==> src/rtl/scoreboard_unit.sv <==
// Register scoreboard: tracks outstanding long-latency writes and stalls ID on RAW/WAW/capacity/flush.
// Latency: stall/issue_fire combinational, state +1 cycle; backpressure: stall holds ID, issue_fire marks acceptance.
module scoreboard_unit #(
    parameter int MAX_OUTSTANDING = 4
) (
    input  logic        clk,
    input  logic        rst,
    input  logic        issue_valid,
    input  logic [4:0]  issue_rs1,
    input  logic [4:0]  issue_rs2,
    input  logic        issue_uses_rs1,
    input  logic        issue_uses_rs2,
    input  logic [4:0]  issue_rd,
    input  logic        issue_reg_write,
    input  logic        issue_long,
    input  logic        wb_valid,
    input  logic [4:0]  wb_rd,
    input  logic        flush,
    output logic        stall,
    output logic        issue_fire,
    output logic [31:0] pending_mask,
    output logic [4:0]  busy_count,
    output logic        full,
    output logic        wb_err
);

    logic raw_rs1;
    logic raw_rs2;
    logic waw;
    logic cap;
    logic rd_nz;
    logic tracked;
    logic wb_hit;
    logic wb_bad;

    assign full  = (busy_count == 5'(MAX_OUTSTANDING));
    assign rd_nz = (issue_rd != 5'd0);

    // A source retiring this very cycle is forwarded from MEM/WB, so it is not a hazard.
    assign raw_rs1 = issue_uses_rs1 && (issue_rs1 != 5'd0) && pending_mask[issue_rs1]
                     && !(wb_valid && (wb_rd == issue_rs1));
    assign raw_rs2 = issue_uses_rs2 && (issue_rs2 != 5'd0) && pending_mask[issue_rs2]
                     && !(wb_valid && (wb_rd == issue_rs2));
    assign waw     = issue_reg_write && rd_nz && pending_mask[issue_rd];
    assign cap     = issue_long && issue_reg_write && rd_nz && full;

    assign stall      = issue_valid && (raw_rs1 || raw_rs2 || waw || cap || flush);
    assign issue_fire = issue_valid && !stall;

    // WAW blocks tracking a register that is already pending, so tracked and wb_hit never share a bit.
    assign tracked = issue_fire && issue_long && issue_reg_write && rd_nz;
    assign wb_hit  = wb_valid && (wb_rd != 5'd0) && pending_mask[wb_rd];
    assign wb_bad  = wb_valid && !wb_hit;

    always_ff @(posedge clk) begin
        if (rst) begin
            pending_mask <= 32'd0;
            busy_count   <= 5'd0;
            wb_err       <= 1'b0;
        end else if (flush) begin
            pending_mask <= 32'd0;
            busy_count   <= 5'd0;
        end else begin
            if (tracked) begin
                pending_mask[issue_rd] <= 1'b1;
            end
            if (wb_hit) begin
                pending_mask[wb_rd] <= 1'b0;
            end
            case ({tracked, wb_hit})
                2'b10:   busy_count <= busy_count + 5'd1;
                2'b01:   busy_count <= busy_count - 5'd1;
                default: busy_count <= busy_count;
            endcase
            if (wb_bad) begin
                wb_err <= 1'b1;
            end
        end
    end

endmodule

==> config.mk <==
export PLATFORM = sky130hd
export DESIGN_NAME = scoreboard_unit
export DESIGN_NICKNAME = d
export VERILOG_FILES = /design/src/rtl/scoreboard_unit.sv
export SDC_FILE = /design/constraint.sdc
export NUM_CORES = 1
export LEC_CHECK = 0
export BUFFER_PORTS_ARGS = -buffer_cell sky130_fd_sc_hd__buf_2
export CAP_MARGIN = 20
export CORE_MARGIN = 3
export CORE_UTILIZATION = 30
export DETAILED_ROUTE_END_ITERATION = 16
export GPL_TIMING_DRIVEN = 0
export MAX_ROUTING_LAYER = met4
export PLACE_DENSITY = 0.6
export SYNTH_ARGS = -nofsm -noshare
export SYNTH_HDL_FRONTEND = slang
export SYNTH_SLANG_ARGS = --single-unit
==> constraint.sdc <==
create_clock -name clk -period 5.33 [get_ports clk]
set_clock_uncertainty 0.05 [all_clocks]
set_input_delay 1.066 -clock clk [delete_from_list [all_inputs] [get_ports clk]]
set_output_delay 1.066 -clock clk [all_outputs]
set_load 0.03 [all_outputs]
Word level (Yosys, flattened, before mapping)
Cells that the tools add are included.
{"block": "word_totals", "wordCells": 75, "mem_bits_rw": 0, "output_inout_bits": 41, "n_memories": 0, "in_bits": 29, "mem_bits_ro": 0, "latch_bits": 0, "regBits": 38}
{"block": "op_classes", "div": 0, "shift": 0, "magnitude_cmp": 6, "reduce_logical": 38, "multipliers": 0, "mux": 17, "addsub": 2, "bitwise_logic": 4, "eq_ne": 5}
{"operator": "32-bit two-way mux", "n": 4}
{"operator": "32-bit bitwise AND", "n": 1}
{"operator": "32-bit NOT", "n": 1}
{"operator": "32-bit OR", "n": 1}
{"operator": "5-bit by 6-bit < comparator with 1-bit output, second input constant", "n": 4}
{"operator": "1-bit logical AND", "n": 23}
{"operator": "1-bit binary-select mux with 5-bit select", "n": 4}
{"operator": "5-bit nonzero test", "n": 4}
{"operator": "1-bit demux with 5-bit select", "n": 2}
{"operator": "5-bit equality test", "n": 2}
{"operator": "5-bit by 1-bit >= comparator with 1-bit output, second input constant", "n": 2}
{"operator": "5-bit case mux with 2 select lines", "n": 1}
{"operator": "1-bit two-way mux", "n": 6}
{"operator": "5-bit by 1-bit adder with 5-bit output, second input constant", "n": 1}
{"operator": "5-bit by 3-bit equality test with 1-bit output, second input constant", "n": 1}
{"operator": "5-bit by 1-bit subtractor with 5-bit output, second input constant", "n": 1}
{"operator": "1-bit logical NOT", "n": 4}
{"operator": "1-bit logical OR", "n": 4}
{"operator": "2-bit by 1-bit equality test with 1-bit output, second input constant", "n": 1}
{"operator": "2-bit equality test, second input constant", "n": 1}
{"operator": "2-bit AND reduction", "n": 1}
{"operator": "2-bit nonzero test", "n": 1}
{"operator": "2-bit OR reduction", "n": 1}
{"operator": "1-bit NOT", "n": 1}

Longest topological paths before layout
{"block": "depth", "word_depth": 19, "mapped_depth": 18, "depth_no_buf": 15}

Least setup slack after synthesis
Ideal clock, no wire load.
{"block": "synth_timing", "kind": "input to output", "start": "input wb_rd[1]", "end": "output stall", "arrival_ns": 3.402, "path_buffers": 3, "slack_ns": 0.812, "required_time_ns": 4.214, "path_stages": 9, "cell_sequence": "clkbuf_1 > clkbuf_1 > xor2_1 > nor4_1 > a311oi_1 > nand4_1 > and2_0 > clkbuf_1 > a21boi_0"}
{"block": "synth_between", "elab_chain_len": 9, "word_cells_on_any_way": 13, "classes_between": "eq/ne: 2; reduce/logical: 11"}
{"item": "start, declared", "line_no": "17", "text": "input logic [4:0] wb_rd,"}
{"item": "5-bit equality test (on tied branches)", "line_no": "41, 43"}
{"item": "1-bit logical AND (on tied branches)", "line_no": "41, 43"}
{"item": "1-bit logical NOT (on tied branches)", "line_no": "41, 43"}
{"item": "1-bit logical AND (on tied branches)", "line_no": "41, 43"}
{"item": "1-bit logical OR * (4 in series)", "line_no": "47", "text": "assign stall = issue_valid && (raw_rs1 || raw_rs2 || waw || cap || flush);"}
{"item": "1-bit logical AND *", "line_no": "47"}
{"item": "end, declared", "line_no": "19", "text": "output logic stall,"}
Every way passes the cells marked *; elsewhere a longest branch is shown, timed or not.

Worst setup path in the final report
{"block": "layout_timing", "start": "input wb_rd[1]", "end": "output issue_fire"}
{"block": "layout_between", "elab_chain_len": 11, "word_cells_on_any_way": 15, "classes_between": "eq/ne: 2; reduce/logical: 13"}
{"item": "5-bit equality test (on tied branches)", "line_no": "41, 43"}
{"item": "1-bit logical AND (on tied branches)", "line_no": "41, 43"}
{"item": "1-bit logical NOT (on tied branches)", "line_no": "41, 43"}
{"item": "1-bit logical AND (on tied branches)", "line_no": "41, 43"}
{"item": "1-bit logical OR * (4 in series)", "line_no": "47"}
{"item": "1-bit logical AND *", "line_no": "47"}
{"item": "1-bit logical NOT *", "line_no": "48", "text": "assign issue_fire = issue_valid && !stall;"}
{"item": "1-bit logical AND *", "line_no": "48"}
{"item": "end, declared", "line_no": "20", "text": "output logic issue_fire,"}
Marked as above.

==> flow_metrics.py <==
metrics = {
    "placement": {
        "globalplace.congestion": 0.975,
        "portBuffers": 59,
        "placedCellCount": 580,
        "hpwl_mm": 9.66,
    },
    "critical_path": {
        "slowest_delay_ns": 0.53,
        "cpMostUsedCell": "clkbuf_1",
        "critPathKind": "primary input to output pin",
        "cp-start-kind": "primary input",
        "critPathTopFamily": "buffers and inverters",
        "reg2reg_slack_ns": 1.28,
        "critPathLaunch": "wb_rd[1]",
        "critical_path_required_ns": 4.21,
        "path_buf_inv": 4,
        "crit_slowest_cell": "clkbuf_1",
        "r2r_end": "busy_count[4]",
        "r2r_start": "pending_mask[3]",
        "crit_path_end": "issue_fire",
        "reg2regPathDepth": 14,
        "cp.arrival_ns": 3.73,
        "crit_chain": "clkbuf_1, clkbuf_1, xor2_1, nor4_1, a31oi_1, o2111ai_1, and2_0, clkbuf_1, and3_1, buf_2",
        "critical_path_depth": 10,
        "path_max_fanout": 10,
        "cp-end-kind": "output pin",
    },
    "clock_network": {
        "cts.path.max_buffers": 2,
        "path_clk_slew_ns": 0.06,
        "insertion_delay_ns": 0.28,
        "clock_sinks": 38,
        "cts.hold.buffers_added": 0,
        "htreeDepth": 2,
        "root_buffer": "clkbuf_16",
        "cts_setup_buffers": 0,
        "ctsResizeCount": 0,
        "cts_tree": "yes",
        "cts-buffers-inserted": 5,
    },
    "pwr": {
        "clkPwrFrac_pct": 40.7,
        "powerDensity_nw_per_um2": 176,
        "seq_power_share_pct": 40.7,
        "leakagePower_nw": 1.47,
        "ir_drop_mv": 0.116,
        "p_switching_w": 0.000203,
        "combPwrFrac_pct": 18.6,
        "internal-power_w": 0.000498,
        "sw_frac_of_total_pct": 28.9,
    },
    "sta": {
        "setup_tns_ns": 0,
        "fmax_ghz": 0.206,
        "slew_headroom_pct": 58.1,
        "rsz0062_at_grt": "false",
        "period_share_pct": 91.0,
        "layout_min_cycle_time_ns": 4.85,
        "timing.hold.ws_ns": 0.430,
        "setup_violations": 0,
        "slew_violations": 0,
        "worst_pin_slew_ns": 0.625,
        "hold_violations": 0,
    },
    "floorplan": {
        "ioPinCount": 70,
        "coreArea_um2": 10900,
        "dieArea_um2": 12500,
        "die_y_um": 112,
        "die_w_um": 112,
        "initial_core_util_pct": 30.8,
        "rows": 38,
    },
    "synthesis": {
        "yosys_most_used_dff": "dfxtp_1",
        "netlist_area_um2": 3370,
        "yosys_warnings": 0,
        "synth_edf_count": 0,
        "yosys_register_bits": 38,
        "synth_cells": 381,
        "netlist-cell-type-count": 57,
        "yosysSeqAreaShare_pct": 22.6,
        "async_reset_ff_share_pct": 0,
        "synthesis.nets": 415,
        "syn_avg_cell_area_um2": 8.85,
    },
    "layout": {
        "area_growth_pct": 18.0,
        "seq_area_um2": 761,
        "final_cells": 587,
        "fill_cells": 1137,
        "fin_util_pct": 36.4,
        "nets": 481,
        "diodes": 0,
        "drive_gt1_share_pct": 25.1,
        "multiInputGateArea_um2": 2420,
    },
    "routing": {
        "drc": 0,
        "wirelength_mm": 13.0,
        "via_per_inst": 6.20,
        "drt_iter0_markers": 427,
        "wire_per_inst_um": 22.1,
        "dr.pass1.iters": 5,
        "vias": 3637,
        "ant_nets": 0,
    },
    "global_route": {
        "antenna_found_initial": 0,
        "grt_max_degree": 12,
        "grt_first_pass_wirelength_mm": 20.0,
        "grt_pass1_vias": 3516,
        "grt_overflow": 0,
        "grtUsageTotal_pct": 20.8,
    },
    "run_status": {
        "status": "finished clean",
    },
    "run": {
        "drv_cap": 0,
    },
    "min_path": {
        "hp-class": "register to register",
    },
}
==> Yosys cell counts (all sizes together), types with 8 or more instances <==
cell type,n,area (um^2)
dfxtp,38,761
nor2,35,131
mux4,27,608
clkbuf,24,90.1
o21ai,24,120
nand2,19,71.3
mux2i,17,170
nor3,16,80.1
o211ai,14,105
o31ai,14,105
a21oi,12,60.1
a41oi,12,105
inv,12,45.0
buf,11,56.3
nand3,11,55.1
xor2,10,87.6
nor2b,9,56.3
nand3b,8,60.1
==> logic make-up after synthesis <==
| kind of cell | Yosys count | synth area share (%) |
|---|---|---|
| simple gates | 129 | 20.9 |
| compound gates | 101 | 21.0 |
| mux | 48 | 24.4 |
| buf+inv | 47 | 5.68 |
| flops | 38 | 22.6 |
| xor+xnor | 13 | 3.38 |
| fa+ha+maj | 5 | 2.08 |
==> state kept, by name (all words and copies together) (netlist names) <==
name,cells
pending_mask,32
busy_count,5
wb_err,1
==> placed cells by master, fill, tap and decap left out, types with 3 or more instances in the layout <==
| cell type | count |
|---|---|
| buf_2 | 65 |
| dfxtp_1 | 38 |
| nor2_1 | 35 |
| mux4_2 | 27 |
| clkbuf_1 | 24 |
| o21ai_0 | 24 |
| nand2_1 | 19 |
| mux2i_1 | 17 |
| nor3_1 | 16 |
| o211ai_1 | 14 |
| o31ai_1 | 14 |
| a21oi_1 | 12 |
| a41oi_1 | 12 |
| inv_1 | 11 |
| nand3_1 | 11 |
| xor2_1 | 10 |
| nor2b_1 | 9 |
| nand3b_1 | 8 |
| clkbuf_16 | 5 |
| mux2_2 | 4 |
| buf_1 | 4 |
| nor4b_1 | 4 |
| a32o_1 | 4 |
| ha_1 | 4 |
| xnor2_1 | 3 |
| or3b_2 | 3 |
| and3_1 | 3 |
| nand4_1 | 3 |
| nand2b_1 | 3 |
| or3_1 | 3 |
==> per-layer routing <==
layer	global-route usage, %	routed length (um)
met4	8.73	471
met1	27.5	5360
met5	-	0
met3	3.02	1070
met2	32.2	6100
==> final cells by class <==
type / count / area share [%]
Tap cell: 140 / 4.40
Timing Repair Buffer: 59 / 7.42
Sequential cell: 38 / 19.1
Multi-Input combinational cell: 296 / 60.8
Clock buffer: 5 / 3.15
Buffer: 35 / 3.68
Inverter: 12 / 1.13
Clock inverter: 2 / 0.252
==> worst reg2reg max path, stage by stage, from the launching register on <==
cell,delay [ns]
dfxtp_1,0.40
mux4_2,0.51
a221oi_1,0.28
a41oi_1,0.14
nor4_4,0.67
buf_2,0.35
nand2_1,0.09
ha_1,0.26
ha_1,0.32
nor2b_1,0.15
o21ai_0,0.20
a21oi_1,0.10
nor3_1,0.21
xnor2_1,0.14
nor2_1,0.05
==> power groups by stage <==
stage                     sequential, W  combinational [W]  clock (W)
after CTS                      0.000285           0.000128   0.000289
final                          0.000286           0.000130   0.000285
after floorplan                0.000293          0.0000874          0
after detailed placement       0.000292           0.000128          0
after global routing           0.000285           0.000140   0.000301
after global placement         0.000292           0.000126          0
==> worst min-delay path by stage <==
stage / from / to / slack (ns) / cells after the start
global route: wb_err / wb_err / 0.47 / 2
detailed placement: wb_err / wb_err / 0.43 / 2
floorplan: wb_err / wb_err / 0.54 / 2
finish: wb_err / wb_err / 0.43 / 2
CTS: wb_err / wb_err / 0.44 / 2
global placement: wb_err / wb_err / 0.42 / 2
==> per-stage QoR <==
step,power [W],setup WS (ns),cell area (um^2)
after global placement,0.000418,0.344,3840
final,0.000701,0.482,3980
after CTS,0.000702,0.502,3980
after floorplan,0.000381,0.812,3370
after detailed placement,0.000419,0.238,3840
after global routing,0.000726,0.189,3980
No activity file was read; power rests on OpenSTA's default activity.
